## config.mk

```make
export PLATFORM = sky130hd
export DESIGN_NAME = multiplicador
export DESIGN_NICKNAME = d
export VERILOG_FILES = /design/src/rtl/multiplicador.sv
export SDC_FILE = /design/constraint.sdc
export NUM_CORES = 1
export LEC_CHECK = 0
export ABC_AREA = 1
export CAP_MARGIN = 20
export CORE_ASPECT_RATIO = 0.8
export CORE_MARGIN = 10
export CORE_UTILIZATION = 35
export DETAILED_ROUTE_END_ITERATION = 8
export SLEW_MARGIN = 10
export SYNTH_ARGS = -nofsm -noshare
export SYNTH_HDL_FRONTEND = slang
export SYNTH_SLANG_ARGS = --single-unit
```

## constraint.sdc

```tcl
create_clock -name Clk -period 2 [get_ports Clk]
set_clock_uncertainty 0.1 [all_clocks]
set_input_delay 0.4 -clock Clk [delete_from_list [all_inputs] [get_ports Clk]]
set_output_delay 0.4 -clock Clk [all_outputs]
set_load 0.005 [all_outputs]
```

## src/rtl/multiplicador.sv

```systemverilog
// rtl/multiplicador.sv - sequential 16x16 unsigned shift-and-add multiplier
module multiplicador (
    input  logic        Clk,
    input  logic        Reset,
    input  logic        St,
    input  logic [15:0] Multiplicador,
    input  logic [15:0] Multiplicando,
    output logic        Idle,
    output logic        Done,
    output logic [31:0] Produto
);

    localparam logic [1:0] S_IDLE  = 2'd0;
    localparam logic [1:0] S_ADD   = 2'd1;
    localparam logic [1:0] S_SHIFT = 2'd2;
    localparam logic [1:0] S_DONE  = 2'd3;

    logic [1:0]  state;
    logic [32:0] acc;
    logic [15:0] mcand;
    logic [3:0]  cnt;

    always_ff @(posedge Clk or negedge Reset) begin
        if (!Reset) begin
            state <= S_IDLE;
            acc   <= '0;
            mcand <= '0;
            cnt   <= '0;
        end else begin
            case (state)
                S_IDLE: begin
                    if (St) begin
                        acc   <= {17'b0, Multiplicador};
                        mcand <= Multiplicando;
                        cnt   <= '0;
                        state <= S_ADD;
                    end
                end
                S_ADD: begin
                    // bit 32 of acc captures the carry out of the upper-half sum
                    if (acc[0])
                        acc[32:16] <= {1'b0, acc[31:16]} + {1'b0, mcand};
                    state <= S_SHIFT;
                end
                S_SHIFT: begin
                    acc <= {1'b0, acc[32:1]};
                    if (cnt == 4'd15) begin
                        state <= S_DONE;
                    end else begin
                        cnt   <= cnt + 4'd1;
                        state <= S_ADD;
                    end
                end
                default: state <= S_IDLE;
            endcase
        end
    end

    assign Idle    = (state == S_IDLE);
    assign Done    = (state == S_DONE);
    assign Produto = acc[31:0];

endmodule

```

==> results.yml <==
clock_tree:
  tritoncts_clock_tree: "yes"
  cts_hold_bufs: 0
  worst_setup_hold_path_clk_slew_ps: 80
  cts_htree_levels: 2
  clkLatencyLatePin_ps: 290
  cts.path.max_buffers: 2
  cts_buffers: 5
  tritoncts_num_sinks: 55
  clockRootBuffer: "sky130_fd_sc_hd__clkbuf_16"
global_route:
  first_global_vias: 3044
  grt_first_pass_wirelength_um: 15300
  grt_max_degree: 56
  overflow: 0
  grt_antenna_before_repair: 0
  grt_util_all_layers_pct: 12.3
final_layout:
  diode_count: 0
  area.growth.synth_to_final_pct: 24.1
  drive_above_1_share_pct: 9.24
  nets: 620
  layout_commonest_cell: "sky130_fd_sc_hd__nand2_1"
  fin_area_mm2: 0.00456
  final_cell_mix: "sky130_fd_sc_hd__nand2_1, sky130_fd_sc_hd__clkdlybuf4s50_1, sky130_fd_sc_hd__dfrtp_1, sky130_fd_sc_hd__inv_1, sky130_fd_sc_hd__nor2_1"
placed_design:
  postPlaceCellArea_mm2: 0.00437
  gp_routability_congestion: 0.858
  dp_hpwl_um: 7050
  place.port_buffers: 68
sta:
  setup_viol: 0
  transition_time_of_the_tightest_slew_check_pin_ps: 324
  achievable-frequency_mhz: 527
  timing.hold.ws_ps: -5.77
  timing.final.crit_period_ps: 1900
  final_hold_violating_endpoints: 9
  setup_tns_ps: 0
  max-slew-margin-rel_pct: 78.3
  final-max-slew-violation-count: 0
  rsz0062_at_grt: "true"
  final_min_period_over_clock_period_pct: 94.8
power_and_ir_drop:
  intPower_uw: 3910
  power-per-cell-area_mw_per_mm2: 1530
  leakage_power_figure_uw: 0.00233
  p_sw_share_pct: 43.9
  switchingPower_uw: 3060
  comb_power_share_pct: 58.1
  worst_ir_drop_vdd_mv: 0.630
  share_seq_of_total_power_pct: 29.4
  power_share_of_the_clock_group_pct: 12.5
yosys:
  post_synthesis_instance_total: 513
  ys_types: 32
  synth_sequential_area_ratio_pct: 37.5
  synthesized_area_per_cell_um2: 7.16
  synth-seq-cells: 55
  syn-cell-area_mm2: 0.00367
  synth-warning-count: 0
  synthesized_nets: 571
status:
  run_status: "finished, violations left"
  failed_checks: "hold timing"
floorplan:
  placement_rows: 33
  floorplan_core_area_mm2: 0.0102
  initial_utilization_pct: 35.9
  io-pin-count: 69
  die_h_um: 112
  floorplan.die_area_mm2: 0.0150
  dieWidth_um: 135
worst_setup_path:
  timing.critical_path.fanout_max: 15
  r2r_cells: 11
  crit_required_ps: 2060
  cpMaxStageDelayCell: "sky130_fd_sc_hd__dfrtp_1"
  worstPathCellList: "buf_4 -> ha_1 -> nor2_2 -> nand2_2 -> nand2_1 -> nor2_2 -> nand2_2 -> nor2_4 -> buf_12 -> a21boi_0 -> o21ai_0"
  cp.arrival_ps: 1960
  worst_setup_path_start_kind: "register"
  max_stage_delay_ps: 400
  critPathCaptureType: "register"
  timing_worst_setup_path_type: "register to register"
  r2r-end: "acc[24]"
  crit-reg2reg-launch: "state[1]"
  reg2reg_slack_ps: 100
drt:
  via_count: 3176
  drt_wl_total_um: 9320
  vias_per_cell: 4.52
  drt.antenna.violating_nets: 0
  drt_iter0_markers: 235
  first_pass_iters: 4
  detail_route.drc_violations: 0
  routedWlPerCell_um: 13.3
worst_hold_path:
  type_of_the_most_critical_hold_path: "input port to async pin"
job:
  drv_cap: 0
==> flip-flops by register name (all words and copies together) (netlist names) <==
register	flops
state	2
acc	33
mcand	16
cnt	4
==> power groups by stage <==
stage / logic, uW / clock network (uW) / registers (uW)
floorplan: 2890 / 0 / 1940
global placement: 3940 / 0 / 2040
detailed placement: 4000 / 0 / 2060
CTS: 4030 / 896 / 2050
global route: 4600 / 934 / 2130
finish: 4050 / 870 / 2050
==> per-stage QoR <==
step                      instances  setup slack [ps]  util (%)  power [uW]
after floorplan                 513               210         -        4830
after detailed placement        694              30.2      42.7        6060
after CTS                       703              52.8      44.1        6970
after global routing            703             -15.6      44.5        7670
after global placement          694              74.7      42.7        5980
final                           703               104      44.5        6970
==> synthesized netlist by cell type (all sizes together) <==
master  number  area, um^2
a211oi       1        7.51
a21boi       9        67.6
a21oi       11        55.1
a31oi       16         100
buf         38         283
clkbuf       5        18.8
dfrtp       55        1380
fa           1        20.0
ha          22         275
inv         55         206
nand2      206         778
nand3       26         130
nand3b       3        35.0
nand4        2        12.5
nor2        39         164
nor3         3        15.0
o211ai       3        22.5
o21a         1        7.51
o21ai       10        50.0
o22ai        2        12.5
or2          3        18.8
xnor2        1        8.76
xor2         1        8.76
==> final cells by class <==
cell class	count	area [um^2]
clock buffers	6	129
clock inverters	2	12.5
fillers	1058	5680
inverters	55	211
multi-input cells	360	1830
flip-flops and latches	55	1380
well taps	140	175
repair buffers	85	826
==> layer usage <==
| layer | vias to the layer above | global-route usage (%) | wire length (um) |
|---|---|---|---|
| met1 | 1438 | 18.2 | 4950 |
| met5 | - | 0 | 0 |
| met2 | 54 | 17.7 | 3940 |
| li1 | 1682 | - | - |
| met3 | 2 | 2.20 | 356 |
| met4 | 0 | 3.26 | 71 |
==> critical path, delay by kind of cell, from the launching register on <==
kind,cells,cell delay (ps)
AO/OA/AOI/OAI,2,260
AND/OR/NAND/NOR,6,530
adder cells (fa/ha/maj),1,190
flip-flops,1,400
buffers and inverters,2,280
==> how the worst max path moves through the flow <==
| stage | startpoint | cells after the start | end | slack, ps |
|---|---|---|---|---|
| final | state[1] | 11 | acc[24] | 100 |
| after global routing | state[1] | 11 | acc[24] | -20 |
| after detailed placement | St | 10 | acc[24] | 30 |
| after global placement | St | 10 | acc[21] | 70 |
| after CTS | state[1] | 11 | acc[24] | 50 |
| after floorplan | acc[18] | 7 | acc[23] | 210 |
==> timing repair <==
action                                  4_1_cts  5_1_grt
buffers inserted                              1        0
gates cloned                                  0        0
resized for setup                             3       12
pin swaps                                     0        1
endpoints found under the setup margin        2       12
==> cell families after synthesis <==
logic type	Yosys count	synth area share, %
adder cells (fa/ha/maj)	23	8.04
AND/OR/NAND/NOR	282	31.4
buffers and inverters	98	13.8
XOR/XNOR	2	0.477
AO/OA/AOI/OAI	53	8.79
flip-flops	55	37.5
Note: power is estimated with default switching activity, not from simulation.
